--- src/rtl/alu_ctrl_pkg.sv ---
// Shared encodings for the ALU controller with MULT/DIV sequencer:
// ALU and bonus select codes, R-type funct constants, sequencer states.
package alu_ctrl_pkg;

  localparam logic [3:0] ALU_AND   = 4'b0000;
  localparam logic [3:0] ALU_OR    = 4'b0001;
  localparam logic [3:0] ALU_ADD   = 4'b0010;
  localparam logic [3:0] ALU_SUB   = 4'b0110;
  localparam logic [3:0] ALU_SLT   = 4'b0111;
  localparam logic [3:0] ALU_MULT  = 4'b1011;
  localparam logic [3:0] ALU_DIV   = 4'b1100;
  localparam logic [3:0] ALU_SHIFT = 4'b1111;

  localparam logic [2:0] BONUS_NONE   = 3'b000;
  localparam logic [2:0] BONUS_JR     = 3'b010;
  localparam logic [2:0] BONUS_VSHIFT = 3'b101;

  localparam logic [2:0] OP_SUB = 3'b011;

  localparam logic [5:0] F_SUB  = 6'b100010;
  localparam logic [5:0] F_AND  = 6'b100100;
  localparam logic [5:0] F_OR   = 6'b100101;
  localparam logic [5:0] F_SLT  = 6'b101010;
  localparam logic [5:0] F_MULT = 6'b011000;
  localparam logic [5:0] F_DIV  = 6'b011010;
  localparam logic [5:0] F_JR   = 6'b001000;

  typedef enum logic [1:0] {
    S_IDLE = 2'b00,
    S_RUN  = 2'b01,
    S_DONE = 2'b10
  } mdu_state_e;

endpackage

--- src/rtl/alu_ctrl_decode.sv ---
// Pure combinational ALUOp/funct decode into ALU, bonus and shamt-shift
// selects, plus flags marking MULT/DIV for the sequencer.
// Build option: ALU_CTRL_DIV_EN enables DIV decode; without it 011010 is
// treated as a plain shift-class funct with no bonus and never starts the MDU.
module alu_ctrl_decode #(
  parameter int CTRL_W  = 4,
  parameter int FUNCT_W = 6
) (
  input  logic [FUNCT_W-1:0] funct,
  input  logic [2:0]         alu_op,
  output logic [CTRL_W-1:0]  alu_ctrl,
  output logic [2:0]         bonus,
  output logic               shift,
  output logic               is_mdu,
  output logic               is_div
);
  import alu_ctrl_pkg::*;

  logic [5:0] f;
  assign f = funct[5:0];

  // Decode ALUOp class first; only R-type classes look at funct.
  always_comb begin
    alu_ctrl = CTRL_W'(ALU_ADD);
    bonus    = BONUS_NONE;
    shift    = 1'b0;
    is_mdu   = 1'b0;
    is_div   = 1'b0;
    if (alu_op[2]) begin
      alu_ctrl = CTRL_W'({1'b0, alu_op[1:0]});
    end else if (alu_op == OP_SUB) begin
      alu_ctrl = CTRL_W'(ALU_SUB);
    end else if (f[5]) begin
      case (f)
        F_SUB:   alu_ctrl = CTRL_W'(ALU_SUB);
        F_AND:   alu_ctrl = CTRL_W'(ALU_AND);
        F_OR:    alu_ctrl = CTRL_W'(ALU_OR);
        F_SLT:   alu_ctrl = CTRL_W'(ALU_SLT);
        default: alu_ctrl = CTRL_W'(ALU_ADD);
      endcase
    end else begin
      shift = ~(f[4] & f[3]) & ~f[2];
      case (f)
        F_MULT: begin
          alu_ctrl = CTRL_W'(ALU_MULT);
          is_mdu   = 1'b1;
        end
`ifdef ALU_CTRL_DIV_EN
        F_DIV: begin
          alu_ctrl = CTRL_W'(ALU_DIV);
          is_mdu   = 1'b1;
          is_div   = 1'b1;
        end
`else
        // funct[1] is set here, but this code must not pick the variable-shift bonus
        F_DIV: alu_ctrl = CTRL_W'(ALU_SHIFT);
`endif
        F_JR: begin
          alu_ctrl = CTRL_W'(ALU_ADD);
          bonus    = BONUS_JR;
        end
        default: begin
          alu_ctrl = CTRL_W'(ALU_SHIFT);
          bonus    = f[1] ? BONUS_VSHIFT : BONUS_NONE;
        end
      endcase
    end
  end

endmodule

--- src/rtl/alu_ctrl_mdu_seq.sv ---
// ALU controller with registered EX controls and a counter-based MULT/DIV
// sequencer that stalls the front end and pulses the HI/LO write.
// Build option: ALU_CTRL_DIV_EN (DIV support, handled in alu_ctrl_decode).
//
// state  | meaning
// IDLE   | no MDU op in flight; a valid MULT/DIV starts one
// RUN    | MDU busy, front end stalled, counter runs down to 0
// DONE   | result ready, HI/LO written; may start the next op at once
module alu_ctrl_mdu_seq #(
  parameter int CTRL_W  = 4,
  parameter int FUNCT_W = 6,
  parameter int MUL_LAT = 4,
  parameter int DIV_LAT = 32,
  parameter int CNT_W   = 6
) (
  input  logic               clk_i,
  input  logic               rst_i,
  input  logic               valid_i,
  input  logic               flush_i,
  input  logic [FUNCT_W-1:0] funct_i,
  input  logic [2:0]         ALUOp_i,
  output logic [CTRL_W-1:0]  ALUCtrl_o,
  output logic [2:0]         BonusCtrl_o,
  output logic               ALUShift_o,
  output logic               mdu_start_o,
  output logic               mdu_op_o,
  output logic               hilo_we_o,
  output logic               stall_o
);
  import alu_ctrl_pkg::*;

  localparam logic [CNT_W-1:0] MUL_LD = CNT_W'(MUL_LAT - 1);
  localparam logic [CNT_W-1:0] DIV_LD = CNT_W'(DIV_LAT - 1);

  logic [CTRL_W-1:0] dec_ctrl;
  logic [2:0]        dec_bonus;
  logic              dec_shift;
  logic              dec_mdu;
  logic              dec_div;

  mdu_state_e        state_q, state_d;
  logic [CNT_W-1:0]  cnt_q, cnt_d;
  logic              issue;
  logic              start;
  logic              mdu_op_q;

  alu_ctrl_decode #(
    .CTRL_W  (CTRL_W),
    .FUNCT_W (FUNCT_W)
  ) u_decode (
    .funct    (funct_i),
    .alu_op   (ALUOp_i),
    .alu_ctrl (dec_ctrl),
    .bonus    (dec_bonus),
    .shift    (dec_shift),
    .is_mdu   (dec_mdu),
    .is_div   (dec_div)
  );

  assign stall_o     = (state_q == S_RUN);
  assign issue       = valid_i & dec_mdu & ~flush_i;
  // start is Mealy on the inputs, so keep it quiet while reset is asserted
  assign mdu_start_o = start & ~rst_i;
  assign mdu_op_o    = mdu_op_q;

  // EX control registers: capture decode whenever ID/EX advances.
  always_ff @(posedge clk_i or posedge rst_i) begin
    if (rst_i) begin
      ALUCtrl_o   <= '0;
      BonusCtrl_o <= '0;
      ALUShift_o  <= 1'b0;
    end else if (valid_i && !stall_o) begin
      ALUCtrl_o   <= dec_ctrl;
      BonusCtrl_o <= dec_bonus;
      ALUShift_o  <= dec_shift;
    end
  end

  // Sequencer state, counter and latched MDU op.
  always_ff @(posedge clk_i or posedge rst_i) begin
    if (rst_i) begin
      state_q  <= S_IDLE;
      cnt_q    <= '0;
      mdu_op_q <= 1'b0;
    end else begin
      state_q <= state_d;
      cnt_q   <= cnt_d;
      if (start) mdu_op_q <= dec_div;
    end
  end

  // Next state, counter load/decrement and handshake outputs.
  always_comb begin
    state_d   = state_q;
    cnt_d     = cnt_q;
    start     = 1'b0;
    hilo_we_o = 1'b0;
    case (state_q)
      S_IDLE: begin
        if (issue) begin
          state_d = S_RUN;
          start   = 1'b1;
          cnt_d   = dec_div ? DIV_LD : MUL_LD;
        end
      end
      S_RUN: begin
        if (flush_i) begin
          state_d = S_IDLE;
          cnt_d   = '0;
        end else if (cnt_q != '0) begin
          cnt_d = cnt_q - CNT_W'(1);
        end else begin
          state_d = S_DONE;
        end
      end
      S_DONE: begin
        if (flush_i) begin
          state_d = S_IDLE;
        end else begin
          hilo_we_o = 1'b1;
          if (issue) begin
            state_d = S_RUN;
            start   = 1'b1;
            cnt_d   = dec_div ? DIV_LD : MUL_LD;
          end else begin
            state_d = S_IDLE;
          end
        end
      end
      default: state_d = S_IDLE;
    endcase
  end

endmodule

--- config.mk ---
export PLATFORM = sky130hd
export DESIGN_NAME = alu_ctrl_mdu_seq
export DESIGN_NICKNAME = d
export VERILOG_FILES = /design/src/rtl/alu_ctrl_pkg.sv /design/src/rtl/alu_ctrl_decode.sv /design/src/rtl/alu_ctrl_mdu_seq.sv
export SDC_FILE = /design/constraint.sdc
export NUM_CORES = 1
export LEC_CHECK = 0
export ABC_AREA = 1
export BUFFER_PORTS_ARGS = -buffer_cell sky130_fd_sc_hd__buf_2
export CORE_MARGIN = 10
export CORE_UTILIZATION = 55
export DETAILED_ROUTE_END_ITERATION = 7
export PLACE_DENSITY = 0.82
export SYNTH_ARGS = -nofsm -noshare
export SYNTH_HDL_FRONTEND = slang
export SYNTH_SLANG_ARGS = --single-unit
--- constraint.sdc ---
create_clock -name clk_i -period 2.1 [get_ports clk_i]
set_clock_uncertainty 0.05 [all_clocks]
set_input_delay 0.63 -clock clk_i [delete_from_list [all_inputs] [get_ports clk_i]]
set_output_delay 0.63 -clock clk_i [all_outputs]
set_load 0.1 [all_outputs]
==> impl_metrics.prom <==
# TYPE chip_impl_metric gauge
chip_impl_info{name="run_status",value="finished with violations"} 1
chip_impl_info{name="failing_checks",value="negative setup slack"} 1
chip_impl_metric{name="drtPass1Iterations",unit=""} 4
chip_impl_metric{name="initial_utilization",unit="%"} 57.7
chip_impl_info{name="critPathKind",value="in -> out"} 1
chip_impl_info{name="grt_setup_unrepaired",value="yes"} 1
chip_impl_metric{name="floorplan.io_pins",unit=""} 25
chip_impl_metric{name="max_cap_viols",unit=""} 0
chip_impl_metric{name="p_leak",unit="uW"} 0.000710
chip_impl_info{name="critPathCaptureType",value="output pin"} 1
chip_impl_metric{name="critical_path.max_stage_delay",unit="ns"} 0.18
chip_impl_metric{name="post-place-ws",unit="ns"} -0.0411
chip_impl_info{name="timing.hold.worst.class",value="in -> async"} 1
chip_impl_metric{name="max_clock_freq",unit="MHz"} 476
chip_impl_metric{name="clk_pin_slew_worst_paths",unit="ns"} 0.10
chip_impl_metric{name="arrival",unit="ns"} 1.42
chip_impl_metric{name="core-area",unit="um^2"} 1730
chip_impl_metric{name="worstSkewPairLatency",unit="ns"} 0.28
chip_impl_metric{name="synth-edff-count",unit=""} 0
chip_impl_info{name="clock_tree_from_tritoncts",value="done"} 1
chip_impl_metric{name="syn_area",unit="um^2"} 996
chip_impl_metric{name="gp_routability_congestion",unit=""} 0.810
chip_impl_metric{name="powerDensity",unit="nW/um^2"} 566
chip_impl_metric{name="vias_in_the_first_global_route",unit=""} 1069
chip_impl_metric{name="global_route.usage.total",unit="%"} 13.8
chip_impl_metric{name="routedWlPerCell",unit="um"} 14.2
chip_impl_metric{name="placement.io_buffers",unit=""} 23
chip_impl_metric{name="layout-area-overhead-vs-synth",unit="%"} 34.3
chip_impl_metric{name="cts_hold_buf",unit=""} 0
chip_impl_metric{name="fill_cells",unit=""} 125
chip_impl_metric{name="timing.final.max_slew_violations",unit=""} 0
chip_impl_metric{name="postSynthAreaPerCell",unit="um^2"} 7.27
chip_impl_metric{name="worst_path_maximum_fanout",unit=""} 2
chip_impl_info{name="crit_path_top_delay_cell",value="buf_12"} 1
chip_impl_metric{name="drive_gt1_share",unit="%"} 30.8
chip_impl_metric{name="final_critical_path_setup_slack",unit="ns"} -0.00197
chip_impl_metric{name="chipHeight",unit="um"} 62.6
chip_impl_metric{name="final.min_clock_period",unit="ns"} 2.10
chip_impl_metric{name="final-hold-violation-count",unit=""} 0
chip_impl_metric{name="max-slew-margin-rel",unit="%"} 59.7
chip_impl_metric{name="gr-total-overflow",unit=""} 0
chip_impl_metric{name="grt_pass1_wl",unit="um"} 4730
chip_impl_metric{name="max_clock_buf_depth",unit=""} 2
chip_impl_metric{name="initial_drc_count",unit=""} 52
chip_impl_metric{name="final_nets",unit=""} 188
chip_impl_metric{name="ff_latch_area",unit="um^2"} 375
chip_impl_info{name="critical-path-top-cell-by-count",value="nor2_4"} 1
chip_impl_metric{name="hpwl",unit="um"} 1970
chip_impl_info{name="cts_root_buffer",value="clkbuf_4"} 1
chip_impl_metric{name="num_rows",unit=""} 15
chip_impl_metric{name="netlist-cell-type-count",unit=""} 24
chip_impl_metric{name="postPlaceCellArea",unit="um^2"} 1250
chip_impl_metric{name="antennaDiodeCount",unit=""} 0
chip_impl_metric{name="multi_input_comb_area",unit="um^2"} 567
chip_impl_metric{name="fin_area",unit="um^2"} 1340
chip_impl_metric{name="post_synth_inst_count",unit=""} 137
chip_impl_metric{name="overall_via_count_from_detail_route",unit=""} 1041
chip_impl_metric{name="seq_area_frac_synth",unit="%"} 37.7
chip_impl_metric{name="total_power",unit="uW"} 758
chip_impl_metric{name="cts.htree.levels",unit=""} 1
chip_impl_metric{name="worst_slew_pin_slew",unit="ns"} 0.604
chip_impl_metric{name="syn-num-nets",unit=""} 152
chip_impl_metric{name="drc",unit=""} 0
chip_impl_metric{name="vias_per_cell",unit=""} 5.28
chip_impl_metric{name="die_w",unit="um"} 62.6
chip_impl_info{name="crit_path_cell_trace",value="buf_8 -> nor2_4 -> nand2_4 -> nor2_4 -> nand3_4 -> nor2_4 -> buf_12"} 1
chip_impl_metric{name="vdd_ir_drop_max",unit="uV"} 530
chip_impl_metric{name="synth_seq_cells",unit=""} 15
chip_impl_info{name="crit_path_start_kind",value="primary input"} 1
chip_impl_metric{name="drt-total-wl",unit="um"} 2790
chip_impl_metric{name="grt_start_max_net_pins",unit=""} 16
chip_impl_metric{name="grt_antenna_before_repair",unit=""} 0
chip_impl_metric{name="drtAntennaViolNets",unit=""} 0
chip_impl_info{name="synth_top_flop_cell",value="dfrtp_1"} 1
chip_impl_metric{name="cts_inserted_buffers",unit=""} 3
chip_impl_metric{name="clock_sink_count",unit=""} 15
chip_impl_metric{name="die_area",unit="um^2"} 3910
chip_impl_metric{name="yosysWarningCount",unit=""} 0
chip_impl_metric{name="timing.final.setup_violations",unit=""} 1
chip_impl_metric{name="postSynth.asyncResetShare",unit="%"} 100
chip_impl_metric{name="fin_crit_sh",unit="%"} 100
chip_impl_metric{name="worst_ep_required_time",unit="ns"} 1.42
## per-stage QoR
stage          setup TNS [ns]  cells  hold WS [ns]  util [%]
3_5_place_dp          -0.0411    191         0.410      72.5
3_3_place_gp          -0.0383    191         0.411      72.5
4_1_cts                     0    196         0.395      76.7
2_1_floorplan          -0.165    137         0.426         -
5_1_grt               -0.0402    197         0.407      77.5
6_report             -0.00197    197         0.384      77.5
## layout make-up
class	count	area share [%]
flip-flops and latches	15	28.1
well taps	25	2.34
repair buffers	33	19.9
inverters	19	5.33
multi-input cells	101	42.4
clock buffers	4	1.96
## synthesized netlist by cell type, types with 2 or more instances
cell	count	share of area [%]
buf_4	2	1.5
dfrtp_1	15	38
nor2_1	17	6.4
nand4_1	2	1.3
nor2_2	3	1.9
inv_2	2	0.75
nor2_4	2	2.3
nand2_1	37	14
nand3_4	2	3.5
xor2_1	2	1.8
nand3_1	15	7.5
inv_1	16	6.0
o21ai_0	7	3.5
nand2_4	2	2.3
a21oi_1	3	1.5
ha_1	2	2.5
## critical path, delay by kind of cell
kind	cells	cell delay, ns
AND/OR/NAND/NOR	5	0.50
buffers and inverters	2	0.28
## per-layer routing
layer  track usage (%)  routed length [um]  part of all wire [%]
met1              16.6                1130                    40
met2              23.5                1440                    52
met3              3.58                 194                   6.9
met4              4.19                  24                  0.86
met5                 0                   0                     0
## state kept, by name, summed over array words and instances, names as in the netlist
register     count
cnt_q            6
ALUCtrl_o        4
BonusCtrl_o      2
state_q          2
ALUShift_o       1
## placed cells by master (no fill, tap or decap), drive strengths merged
cell,count
nand3b,1
nor2,22
xor2,2
nand3,18
inv,18
xnor2,1
nor3,1
dfrtp,15
nand4,2
buf,33
o211ai,1
conb,1
o21ai,7
clkinv,1
clkbuf,4
ha,2
a21oi,3
nand2,40
## worst paths after layout
| kind | start | endpoint | slack [ns] | depth (start not counted) |
|---|---|---|---|---|
| max in group asynchronous | rst_i | state_q[1]$_DFFE_PP0P_ | 1.23 | 2 |
| min reg2reg | ALUCtrl_o[2]$_DFFE_PP0P_ | ALUCtrl_o[2]$_DFFE_PP0P_ | 0.44 | 2 |
| max reg2reg | cnt_q[0]$_DFFE_PP0P_ | cnt_q[5]$_DFFE_PP0P_ | 0.62 | 9 |
| max | funct_i[0] | mdu_start_o | -0.002 | 7 |
| min | rst_i | ALUCtrl_o[2]$_DFFE_PP0P_ | 0.38 | 2 |
| min in group clk_i | ALUCtrl_o[2]$_DFFE_PP0P_ | ALUCtrl_o[2]$_DFFE_PP0P_ | 0.44 | 2 |
## power by group
group | internal, uW | switching, uW | total [uW]
logic | 78.6 | 187 | 265
registers | 309 | 14.0 | 323
clock network | 73.6 | 95.7 | 169
## what timing repair did
item                       CTS  global route
gates resized for setup      8             3
hold endpoints to repair     0             0
pin swaps                    2             3
setup buffers                1             1
gates cloned                 0             0
setup endpoints to repair    1             2
## cell families after synthesis
group	count (synthesis)	share of synthesized area (%)
simple gates	84	42.3
buf+inv	21	8.67
flops	15	37.7
compound gates	11	5.78
xor+xnor	3	2.64
fa+ha+maj	2	2.51
other cells	1	0.377
(Power assumes the default switching activity.)
